**config.mk**
```make
export PLATFORM = sky130hd
export DESIGN_NAME = memory_stage_flat
export DESIGN_NICKNAME = d
export VERILOG_FILES = /design/src/rtl/mips_pkg.sv /design/src/rtl/memory_stage_if.sv /design/src/rtl/memory_stage_load_formatter.sv /design/src/rtl/memory_stage.sv /design/src/flat_wrapper.sv
export SDC_FILE = /design/constraint.sdc
export NUM_CORES = 1
export LEC_CHECK = 0
export ABC_AREA = 1
export CORE_MARGIN = 2
export CORE_UTILIZATION = 44
export CTS_BUF_LIST = sky130_fd_sc_hd__clkbuf_16
export DETAILED_ROUTE_END_ITERATION = 7
export PLACE_DENSITY_LB_ADDON = 0.15
export SYNTH_ARGS = -nofsm -noshare
export SYNTH_HDL_FRONTEND = slang
export SYNTH_SLANG_ARGS = --single-unit
```
**constraint.sdc**
```tcl
create_clock -name clock -period 2.2 [get_ports clock]
set_input_delay 0.55 -clock clock [delete_from_list [all_inputs] [get_ports clock]]
set_output_delay 0.55 -clock clock [all_outputs]
set_load 0.05 [all_outputs]
```
**src/rtl/mips_pkg.sv**
```systemverilog
// Shared MIPS pipeline definitions: aluop codes, MEM-stage FSM state and byte-lane helpers.
package mips_pkg;

    localparam logic [5:0] OP_LW  = 6'b010011;
    localparam logic [5:0] OP_SW  = 6'b010100;
    localparam logic [5:0] OP_LB  = 6'b010101;
    localparam logic [5:0] OP_SB  = 6'b010111;
    localparam logic [5:0] OP_LBU = 6'b011000;
    localparam logic [5:0] OP_NOP = 6'b100001;

    typedef enum logic {
        ST_IDLE   = 1'b0,
        ST_ACCESS = 1'b1
    } mem_state_e;

    function automatic logic is_mem_op(input logic [5:0] op);
        return (op == OP_LW) || (op == OP_SW) || (op == OP_LB) ||
               (op == OP_SB) || (op == OP_LBU);
    endfunction

    // Big-endian lanes: byte offset 0 lives in bits 31:24, i.e. be[3].
    function automatic logic [3:0] lane_be(input logic [5:0] op, input logic [1:0] off);
        if ((op == OP_LW) || (op == OP_SW))
            return 4'b1111;
        return 4'b1000 >> off;
    endfunction

endpackage

```
**src/rtl/memory_stage_if.sv**
```systemverilog
// Data-memory request/ack bus between the MEM stage (master) and data memory (slave).
interface memory_stage_if #(
    parameter int ADDR_W = 32
);
    logic              dm_req;
    logic              dm_we;
    logic [ADDR_W-1:0] dm_addr;
    logic [3:0]        dm_be;
    logic [31:0]       dm_wdata;
    logic              dm_ack;
    logic [31:0]       dm_rdata;
    logic              dm_err;

    modport master (
        output dm_req, dm_we, dm_addr, dm_be, dm_wdata, dm_err,
        input  dm_ack, dm_rdata
    );

    modport slave (
        input  dm_req, dm_we, dm_addr, dm_be, dm_wdata, dm_err,
        output dm_ack, dm_rdata
    );
endinterface

```
**src/rtl/memory_stage_load_formatter.sv**
```systemverilog
// Combinational load alignment: picks the addressed big-endian byte and extends it for LB/LBU.
module load_formatter
    import mips_pkg::*;
(
    input  logic [31:0] i_rdata,
    input  logic [1:0]  i_off,
    input  logic [5:0]  i_aluop,
    output logic [31:0] o_data
);
    logic [7:0] w_byte;

    always_comb begin
        w_byte = 8'h00;
        case (i_off)
            2'd0: w_byte = i_rdata[31:24];
            2'd1: w_byte = i_rdata[23:16];
            2'd2: w_byte = i_rdata[15:8];
            2'd3: w_byte = i_rdata[7:0];
            default: w_byte = 8'h00;
        endcase
    end

    always_comb begin
        o_data = i_rdata;
        if (i_aluop == OP_LB)
            o_data = {{24{w_byte[7]}}, w_byte};
        else if (i_aluop == OP_LBU)
            o_data = {24'h000000, w_byte};
    end
endmodule

```
**src/rtl/memory_stage.sv**
```systemverilog
// MIPS MEM stage: EX/MEM latch, req/ack data-memory FSM with timeout, writeback and MX bypass.
// Optional MEM_ALIGN_CHECK_EN: misaligned LW/SW are retired without a request and flagged.
module memory_stage
    import mips_pkg::*;
#(
    parameter int ADDR_W   = 32,
    parameter int MAX_WAIT = 15
) (
    input  logic                  clock,
    input  logic                  reset_n,
    input  logic                  ex_valid,
    input  logic [31:0]           ex_alu_out,
    input  logic [31:0]           ex_rb_out,
    input  logic [5:0]            ex_aluop,
    input  logic                  ex_dmwe,
    input  logic                  ex_rwe,
    input  logic                  ex_rwd,
    input  logic [4:0]            ex_wreg,
    output logic                  stall,
    memory_stage_if.master        dm,
    output logic                  wb_valid,
    output logic                  wb_rwe,
    output logic [4:0]            wb_reg,
    output logic [31:0]           wb_data,
    output logic [31:0]           mx_bypass,
    output logic [4:0]            mx_reg,
    output logic                  mx_valid,
    output logic                  misalign
);
    localparam int CNT_W = $clog2(MAX_WAIT + 1);

    logic             r_vld, r_dmwe, r_rwe, r_rwd;
    logic [5:0]       r_op;
    logic [31:0]      r_alu, r_rb;
    logic [4:0]       r_wreg;
    mem_state_e       r_state, w_state_nxt;
    logic [CNT_W-1:0] r_wait;
    logic             r_wb_valid, r_wb_rwe, r_err, r_misal;
    logic [4:0]       r_wb_reg;
    logic [31:0]      r_wb_data;
    logic             w_misal, w_go, w_acc, w_timeout;
    logic [31:0]      w_load;

`ifdef MEM_ALIGN_CHECK_EN
    assign w_misal = r_vld && ((r_op == OP_LW) || (r_op == OP_SW)) && (r_alu[1:0] != 2'b00);
`else
    assign w_misal = 1'b0;
`endif

    assign w_go      = r_vld && is_mem_op(r_op) && !w_misal;
    assign w_acc     = (r_state == ST_ACCESS);
    assign w_timeout = w_acc && !dm.dm_ack && (r_wait == CNT_W'(MAX_WAIT - 1));

    // Stall covers the IDLE cycle that launches the access and every ACCESS cycle until it ends.
    assign stall = ((r_state == ST_IDLE) && w_go) || (w_acc && !dm.dm_ack && !w_timeout);

    always_ff @(posedge clock or negedge reset_n) begin
        if (!reset_n) begin
            r_vld  <= 1'b0;
            r_op   <= OP_NOP;
            r_alu  <= '0;
            r_rb   <= '0;
            r_dmwe <= 1'b0;
            r_rwe  <= 1'b0;
            r_rwd  <= 1'b0;
            r_wreg <= '0;
        end else if (!stall) begin
            r_vld  <= ex_valid;
            r_op   <= ex_valid ? ex_aluop : OP_NOP;
            r_alu  <= ex_alu_out;
            r_rb   <= ex_rb_out;
            r_dmwe <= ex_dmwe;
            r_rwe  <= ex_rwe;
            r_rwd  <= ex_rwd;
            r_wreg <= ex_wreg;
        end
    end

    always_ff @(posedge clock or negedge reset_n) begin
        if (!reset_n) begin
            r_state <= ST_IDLE;
            r_wait  <= '0;
        end else begin
            r_state <= w_state_nxt;
            r_wait  <= (w_acc && w_state_nxt == ST_ACCESS) ? r_wait + 1'b1 : '0;
        end
    end

    always_comb begin
        w_state_nxt = r_state;
        case (r_state)
            ST_IDLE:   if (w_go) w_state_nxt = ST_ACCESS;
            ST_ACCESS: if (dm.dm_ack || w_timeout) w_state_nxt = ST_IDLE;
            default:   w_state_nxt = ST_IDLE;
        endcase
    end

    load_formatter u_fmt (
        .i_rdata (dm.dm_rdata),
        .i_off   (r_alu[1:0]),
        .i_aluop (r_op),
        .o_data  (w_load)
    );

    always_ff @(posedge clock or negedge reset_n) begin
        if (!reset_n) begin
            r_wb_valid <= 1'b0;
            r_wb_rwe   <= 1'b0;
            r_wb_reg   <= '0;
            r_wb_data  <= '0;
            r_err      <= 1'b0;
            r_misal    <= 1'b0;
        end else begin
            r_wb_valid <= 1'b0;
            r_wb_rwe   <= 1'b0;
            r_err      <= 1'b0;
            r_misal    <= 1'b0;
            if (w_acc) begin
                if (dm.dm_ack) begin
                    r_wb_valid <= 1'b1;
                    r_wb_rwe   <= r_rwe && !r_dmwe;
                    r_wb_reg   <= r_wreg;
                    r_wb_data  <= r_rwd ? w_load : r_alu;
                end else if (w_timeout) begin
                    r_wb_valid <= 1'b1;
                    r_wb_reg   <= r_wreg;
                    r_wb_data  <= r_alu;
                    r_err      <= 1'b1;
                end
            end else if (r_vld && !w_go) begin
                // Non-memory ops and rejected misaligned accesses retire straight from the latch.
                r_wb_valid <= 1'b1;
                r_wb_rwe   <= r_rwe && !w_misal;
                r_wb_reg   <= r_wreg;
                r_wb_data  <= r_alu;
                r_misal    <= w_misal;
            end
        end
    end

    assign dm.dm_req   = w_acc;
    assign dm.dm_we    = w_acc && r_dmwe;
    assign dm.dm_addr  = w_acc ? {r_alu[ADDR_W-1:2], 2'b00} : '0;
    assign dm.dm_be    = w_acc ? lane_be(r_op, r_alu[1:0]) : 4'b0000;
    assign dm.dm_wdata = !w_acc ? 32'h0 : (r_op == OP_SB) ? {4{r_rb[7:0]}} : r_rb;
    assign dm.dm_err   = r_err;

    assign wb_valid  = r_wb_valid;
    assign wb_rwe    = r_wb_rwe;
    assign wb_reg    = r_wb_reg;
    assign wb_data   = r_wb_data;
    assign mx_bypass = r_alu;
    assign mx_reg    = r_wreg;
    // Loads carry rwd=1, so they never feed the MX bypass.
    assign mx_valid  = r_vld && r_rwe && !r_rwd;
    assign misalign  = r_misal;
endmodule
```
**src/flat_wrapper.sv**
```systemverilog
// flat-port wrapper written by rule: the top's interface ports become plain ports
module memory_stage_flat import mips_pkg::*;
#(
    parameter int ADDR_W   = 32,
    parameter int MAX_WAIT = 15
)
  (clock, reset_n, ex_valid, ex_alu_out, ex_rb_out, ex_aluop, ex_dmwe, ex_rwe, ex_rwd, ex_wreg, stall, wb_valid, wb_rwe, wb_reg, wb_data, mx_bypass, mx_reg, mx_valid, misalign, dm_dm_req, dm_dm_we, dm_dm_addr, dm_dm_be, dm_dm_wdata, dm_dm_err, dm_dm_ack, dm_dm_rdata);
  memory_stage_if #(.ADDR_W(ADDR_W)) dm_i ();
  input  logic clock;
  input  logic reset_n;
  input  logic ex_valid;
  input  logic [31:0] ex_alu_out;
  input  logic [31:0] ex_rb_out;
  input  logic [5:0] ex_aluop;
  input  logic ex_dmwe;
  input  logic ex_rwe;
  input  logic ex_rwd;
  input  logic [4:0] ex_wreg;
  output logic stall;
  output logic wb_valid;
  output logic wb_rwe;
  output logic [4:0] wb_reg;
  output logic [31:0] wb_data;
  output logic [31:0] mx_bypass;
  output logic [4:0] mx_reg;
  output logic mx_valid;
  output logic misalign;
  output wire logic [$bits(dm_i.dm_req)-1:0] dm_dm_req;
  output wire logic [$bits(dm_i.dm_we)-1:0] dm_dm_we;
  output wire logic [$bits(dm_i.dm_addr)-1:0] dm_dm_addr;
  output wire logic [$bits(dm_i.dm_be)-1:0] dm_dm_be;
  output wire logic [$bits(dm_i.dm_wdata)-1:0] dm_dm_wdata;
  output wire logic [$bits(dm_i.dm_err)-1:0] dm_dm_err;
  input wire logic [$bits(dm_i.dm_ack)-1:0] dm_dm_ack;
  input wire logic [$bits(dm_i.dm_rdata)-1:0] dm_dm_rdata;
  assign dm_dm_req = dm_i.dm_req;
  assign dm_dm_we = dm_i.dm_we;
  assign dm_dm_addr = dm_i.dm_addr;
  assign dm_dm_be = dm_i.dm_be;
  assign dm_dm_wdata = dm_i.dm_wdata;
  assign dm_dm_err = dm_i.dm_err;
  assign dm_i.dm_ack = dm_dm_ack;
  assign dm_i.dm_rdata = dm_dm_rdata;
  memory_stage #(.ADDR_W(ADDR_W), .MAX_WAIT(MAX_WAIT)) u_core (.clock(clock), .reset_n(reset_n), .ex_valid(ex_valid), .ex_alu_out(ex_alu_out), .ex_rb_out(ex_rb_out), .ex_aluop(ex_aluop), .ex_dmwe(ex_dmwe), .ex_rwe(ex_rwe), .ex_rwd(ex_rwd), .ex_wreg(ex_wreg), .stall(stall), .dm(dm_i), .wb_valid(wb_valid), .wb_rwe(wb_rwe), .wb_reg(wb_reg), .wb_data(wb_data), .mx_bypass(mx_bypass), .mx_reg(mx_reg), .mx_valid(mx_valid), .misalign(misalign));
endmodule
```
==> results of run 1 <==
worst max-delay path by stage:
| stage | from | end | slack, ns | cells after the start |
|---|---|---|---|---|
| global placement | dm_dm_ack | stall | -0.15 | 8 |
| floorplan | u_core.dm.dm_req | stall | 0.01 | 7 |
| global route | u_core.r_op[0] | dm_dm_be[3] | -0.34 | 11 |
| finish | u_core.r_op[5] | dm_dm_wdata[9] | -0.27 | 8 |
| detailed placement | dm_dm_ack | stall | -0.17 | 8 |
| CTS | u_core.r_op[0] | dm_dm_wdata[18] | -0.28 | 7 |
through the flow:
step	setup WS, ns	hold WS, ns	power [mW]
after floorplan	0.0145	0.254	10.0
after global placement	-0.155	0.448	13.9
after detailed placement	-0.170	0.458	14.1
after CTS	-0.279	0.0743	17.1
after global routing	-0.337	0.0898	17.9
final	-0.268	0.0717	17.1
final cells by class:
type                    instances  area (um2)
flip-flops and latches        124        3110
multi-input cells             672        3410
fillers                      1082        3510
well taps                     188         235
repair buffers                305        3810
clock buffers                  17         425
inverters                      88         347
clock inverters                14         189
cells by family after synthesis:
logic type / share of synthesized area [%]
buffers and inverters: 9.59
XOR/XNOR: 0.131
flip-flops: 46.3
other: 0.0559
AO/OA/AOI/OAI: 2.48
AND/OR/NAND/NOR: 41.1
adder cells (fa/ha/maj): 0.373
cells in the final DEF, fill, tap and decap left out, types with 5 or more instances in the layout:
cell             instances
a21oi_4                 24
buf_12                  84
buf_4                   39
bufinv_16                5
clkbuf_16               17
clkdlybuf4s50_1        145
dfrtp_1                121
dlygate4sd2_1           23
dlymetal6s2s_1          11
inv_1                   82
inv_2                   10
nand2_1                337
nand2_2                 14
nand2_4                  8
nand3_1                201
nand4_1                 15
nor2_1                  24
nor2_2                   5
or2_2                   24
power by group:
part           switching (mW)  internal, mW  total [mW]
Combinational            6.32          3.44        9.76
Sequential               1.08          3.34        4.42
Clock                    1.00          1.97        2.97
routing by layer:
| metal | vias to the layer above | wire length [um] |
|---|---|---|
| li1 | 3510 | - |
| met1 | 3542 | 9640 |
| met2 | 375 | 12400 |
| met3 | 46 | 2580 |
| met4 | 0 | 634 |
| met5 | - | 0 |
worst register-to-register path, delay by kind of cell, from the launching register on:
kind | cells | cell delay (ns)
buffers and inverters | 2 | 0.61
DFF | 1 | 0.38
and+or+nand+nor | 9 | 0.98
what timing repair did:
item                                    CTS  global route
hold buffers                              0             0
gates cloned                              1             0
endpoints found under the setup margin   52            59
pin swaps                                 3             8
resized for setup                        66            30
buffers inserted                          3             3
==> impl_metrics.json, run 1 <==
{
  "report.final.hold_viol_count": 0,
  "grt_pass1_vias": 7231,
  "antenna_cells": 0,
  "pwr_density_cell_mw_per_mm2": 1490,
  "syn2layout_area_growth_pct": 71.8,
  "antenna_left": 0,
  "antenna_found_initial": 0,
  "fin_ws_ns": -0.268,
  "fin_cells": 1408,
  "avgSynthCellArea_um2": 7.09,
  "synth-edff-count": 0,
  "use_met1_pct": 39.0,
  "numCtsBuffers": 17,
  "synth_top_area_share_pct": 45.5,
  "die_w_um": 127,
  "start_kind": "flip-flop",
  "grt_remaining_overflow": 0,
  "die-area_mm2": 0.0163,
  "max_freq_ghz": 0.405,
  "grtUsageTotal_pct": 31.1,
  "crit_family": "flip-flops",
  "synth-seq-cells": 124,
  "cts-root-buf": "clkbuf_16",
  "p_leak_nw": 6.00,
  "grt_busiest_layer": "met2",
  "vdd_drop_max_v": 0.000755,
  "grt_pass1_wl_mm": 39.1,
  "r2r_slack_ns": 0.16,
  "cap_viol_max_count": 0,
  "synthArstFlopShare_pct": 100,
  "violations": "setup timing",
  "seq_area_frac_synth_pct": 46.3,
  "critical_path.most_common_cell": "buf_12",
  "layout-drive-gt1-share_pct": 20.2,
  "use_met3_pct": 9.80,
  "synth_top_cell_by_area": "dfrtp_1",
  "critical_path_class": "flip-flop to primary output",
  "dp_cells": 1370,
  "cp_num_buf_inv": 3,
  "dieHeight_um": 127,
  "synthCells": 946,
  "grt_max_degree": 86,
  "tns_ns": -6.68,
  "cp_data_arrival_time_ns": 1.92,
  "clk_latency_ns": 0.42,
  "synthTopCellsByCount": "nand2_1 (359), nand3_1 (202), dfrtp_1 (122)",
  "path_cells": "inv_1, nand3_2, nor2_4, nand2_4, buf_12, nand2_1, a21oi_4, buf_12",
  "pin_count": 264,
  "rr_startpoint": "u_core.r_op[2]",
  "yosys_warnings": 0,
  "place_area_mm2": 0.0106,
  "wl_per_cell_um": 17.9,
  "initial_core_util_pct": 44.6,
  "drt_first_pass_iters": 7,
  "slowest_stage": "dfstp_2",
  "slew_violations": 0,
  "fin_area_mm2": 0.0115,
  "cp-end-kind": "primary output",
  "cts_tree": "built",
  "synthTopCellsByArea": "dfrtp_1 (46%), nand2_1 (20%), nand3_1 (15%)",
  "max_slew.worst_pin.slew_ns": 0.582,
  "status": "complete, but fails checks",
  "num_vias": 7473,
  "cts.clk_slew.worst_paths_ns": 0.05,
  "postLayoutCoreUtil_pct": 76.7,
  "setup_violations": 29,
  "hpwl_mm": 17.8,
  "clock_sinks": 124,
  "core-area_mm2": 0.0150,
  "synthFlopType": "dfrtp_1",
  "min_path_type": "input pin to async pin",
  "cts.path.max_buffers": 2,
  "slowest_delay_ns": 0.53,
  "grtUsageMet2_pct": 51.1,
  "place_congestion": 0.912,
  "fin_worst_skew_ns": 0.00898,
  "drc": 0,
  "synthesis.area_mm2": 0.00671,
  "cts.htree.levels": 4,
  "synth_cell_types": 26,
  "r2r_cells": 11,
  "wl_mm": 25.2,
  "max_slew_margin_pct": 61.2,
  "vias_per_cell": 5.31,
  "synth.most_common_cell": "nand2_1",
  "post-route-period-util_pct": 112,
  "placementRows": 45,
  "drt-initial-drc-count": 670,
  "grt_setup_unrepaired": "true",
  "period_minus_slack_ns": 2.47,
  "nNetsFinal": 1324,
  "critPathMaxFanout": 12,
  "crit_required_ns": 1.65,
  "numPortBuffers": 260,
  "r2r_end": "u_core.mx_bypass[9]"
}
No activity file was read; power rests on OpenSTA's default activity.
==> run 2, diff against run 1 <==
--- a/config.mk
+++ b/config.mk
@@ -6,11 +6,12 @@
 export NUM_CORES = 1
 export LEC_CHECK = 0
 export ABC_AREA = 1
+export ABC_CLOCK_PERIOD_IN_PS = 2200
 export CORE_MARGIN = 2
 export CORE_UTILIZATION = 44
 export CTS_BUF_LIST = sky130_fd_sc_hd__clkbuf_16
 export DETAILED_ROUTE_END_ITERATION = 7
-export PLACE_DENSITY_LB_ADDON = 0.15
+export PLACE_DENSITY = 0.81
 export SYNTH_ARGS = -nofsm -noshare
 export SYNTH_HDL_FRONTEND = slang
 export SYNTH_SLANG_ARGS = --single-unit
==> impl_metrics.json, run 2 (synthesis gave the netlist of run 1 again) <==
{
  "numPortBuffers": 260,
  "critical_path_class": "flip-flop to primary output",
  "worstHoldStart": "u_core.r_wait[0]",
  "core-area_mm2": 0.0150,
  "report.final.hold_viol_count": 0,
  "numCtsBuffers": 17,
  "grt_pass1_wl_mm": 38.2,
  "cts.htree.levels": 4,
  "ff_latch_area_mm2": 0.00311,
  "critical_path.most_common_cell": "buf_12",
  "dieHeight_um": 127,
  "grt_setup_unrepaired": "true",
  "clock_sinks": 124,
  "tns_ns": -6.92,
  "wl_met3_mm": 2.14,
  "crit_start": "u_core.r_op[5]",
  "antenna_cells": 0,
  "path_cells": "inv_2, nand3_2, nor2_4, nand2_4, buf_12, nand2_1, a21oi_4, buf_12",
  "fin_area_mm2": 0.0114,
  "p_int_mw": 8.45,
  "initial_core_util_pct": 44.6,
  "wl_met2_mm": 11.8,
  "pwr_density_cell_mw_per_mm2": 1470,
  "violations": "setup timing",
  "pwr-share-clk_pct": 15.4,
  "r2r_cells": 14,
  "fin_worst_skew_ns": 0.00778,
  "cp-end-kind": "primary output",
  "antenna_left": 0,
  "place_congestion": 0.920,
  "layout-drive-gt1-share_pct": 20.1,
  "max_slew_margin_pct": 62.1,
  "placementRows": 45,
  "syn2layout_area_growth_pct": 70.5,
  "final_common_cell": "nand2_1",
  "die-area_mm2": 0.0163,
  "mostFrequentLayoutCells": "nand2_1 (346), nand3_1 (201), clkdlybuf4s50_1 (150)",
  "cts-root-buf": "clkbuf_16",
  "clk_latency_ns": 0.42,
  "num_vias": 7555,
  "fin_ws_ns": -0.281,
  "grt_remaining_overflow": 0,
  "wl_mm": 24.7,
  "drc": 0,
  "place_area_mm2": 0.0106,
  "r2r_slack_ns": 0.15,
  "power_switching_mw": 8.37,
  "slew_violations": 0,
  "cts.clk_slew.worst_paths_ns": 0.05,
  "grt_max_degree": 80,
  "rr_startpoint": "u_core.r_op[0]",
  "die_w_um": 127,
  "drt_first_pass_iters": 5,
  "vdd_drop_max_v": 0.000930,
  "crit_family": "flip-flops",
  "min_path_type": "flip-flop to flip-flop",
  "drt-initial-drc-count": 711,
  "slowest_stage": "dfstp_2",
  "num-fill-cells": 1036,
  "vias_per_cell": 5.36,
  "slowest_delay_ns": 0.55,
  "antenna_found_initial": 0,
  "hold_end": "u_core.r_wait[0]",
  "period_minus_slack_ns": 2.48,
  "critPathMaxFanout": 24,
  "start_kind": "flip-flop",
  "cp_data_arrival_time_ns": 1.93,
  "crit_required_ns": 1.65,
  "whs_path_depth": 1,
  "top_layer": "met4",
  "p_sw_share_pct": 49.7,
  "setup_violations": 29,
  "hpwl_mm": 17.2,
  "grt_pass1_vias": 7124,
  "grtUsageTotal_pct": 30.2,
  "multi_input_area_mm2": 0.00339,
  "r2r_end": "u_core.r_rb[21]",
  "cts_tree": "built",
  "comb_power_share_pct": 58.5,
  "wl_per_cell_um": 17.5,
  "wl_met1_mm": 9.82,
  "pin_count": 264,
  "cap_viol_max_count": 0,
  "post-route-period-util_pct": 113,
  "nNetsFinal": 1326,
  "place_ws_ns": -0.171,
  "status": "complete, but fails checks",
  "cp_num_buf_inv": 3,
  "seq_power_share_pct": 26.1,
  "max_freq_ghz": 0.403,
  "p_leak_nw": 5.98,
  "max_slew.worst_pin.slew_ns": 0.568,
  "cts.path.max_buffers": 2
}
## run 2: final cells by class
cell class	instances	area share, %
clock buffers	17	3.72
inverters	88	3.05
clock inverters	13	0.963
well taps	188	2.06
repair buffers	307	33.4
flip-flops and latches	124	27.2
multi-input cells	672	29.6
## run 2: worst max path at each step
stage / endpoint / slack [ns] / cells after the start
global route: stall / -0.36 / 10
CTS: dm_dm_wdata[28] / -0.25 / 8
global placement: stall / -0.15 / 8
detailed placement: stall / -0.17 / 8
floorplan: stall / 0.01 / 7
finish: dm_dm_wdata[24] / -0.28 / 8
## run 2: worst reg2reg max path: stages (launching register included)
cell	delay, ns
dfstp_2	0.54
buf_6	0.11
nand2_1	0.05
inv_1	0.06
nand2_1	0.06
nand2_2	0.09
nand2_4	0.08
nand2_2	0.07
nand2_2	0.05
nand2_2	0.09
buf_4	0.11
buf_4	0.10
buf_12	0.29
nand3_1	0.21
nand2_1	0.10
## run 2: metal layers
metal | track usage, % | vias up
li1 | - | 3516
met1 | 39.6 | 3577
met2 | 47.9 | 398
met3 | 7.91 | 64
met4 | 12.1 | 0
met5 | 0 | -
## run 2: stage by stage
stage	util, %	std cells	power [mW]	hold WS (ns)
3_3_place_gp	70.6	1369	13.9	0.429
6_report	76.1	1409	16.8	0.455
4_1_cts	75.1	1405	16.7	0.458
2_1_floorplan	-	948	10.0	0.254
3_5_place_dp	70.6	1369	14.1	0.431
5_1_grt	76.1	1409	17.6	0.486
## run 2: power groups by stage
stage	Sequential, mW	Combinational (mW)	Clock [mW]
after floorplan	6.42	3.62	0
after global placement	4.31	9.60	0
after detailed placement	4.34	9.73	0
after CTS	4.36	9.74	2.61
after global routing	4.51	10.4	2.73
final	4.39	9.83	2.59
## run 2: timing repair
action,in CTS,in global routing
hold buffers,1,0
resized for setup,47,34
setup buffers,5,4
endpoints found under the setup margin,39,44
cloned,0,0
endpoints found under the hold margin,23,0
pin swaps,6,8
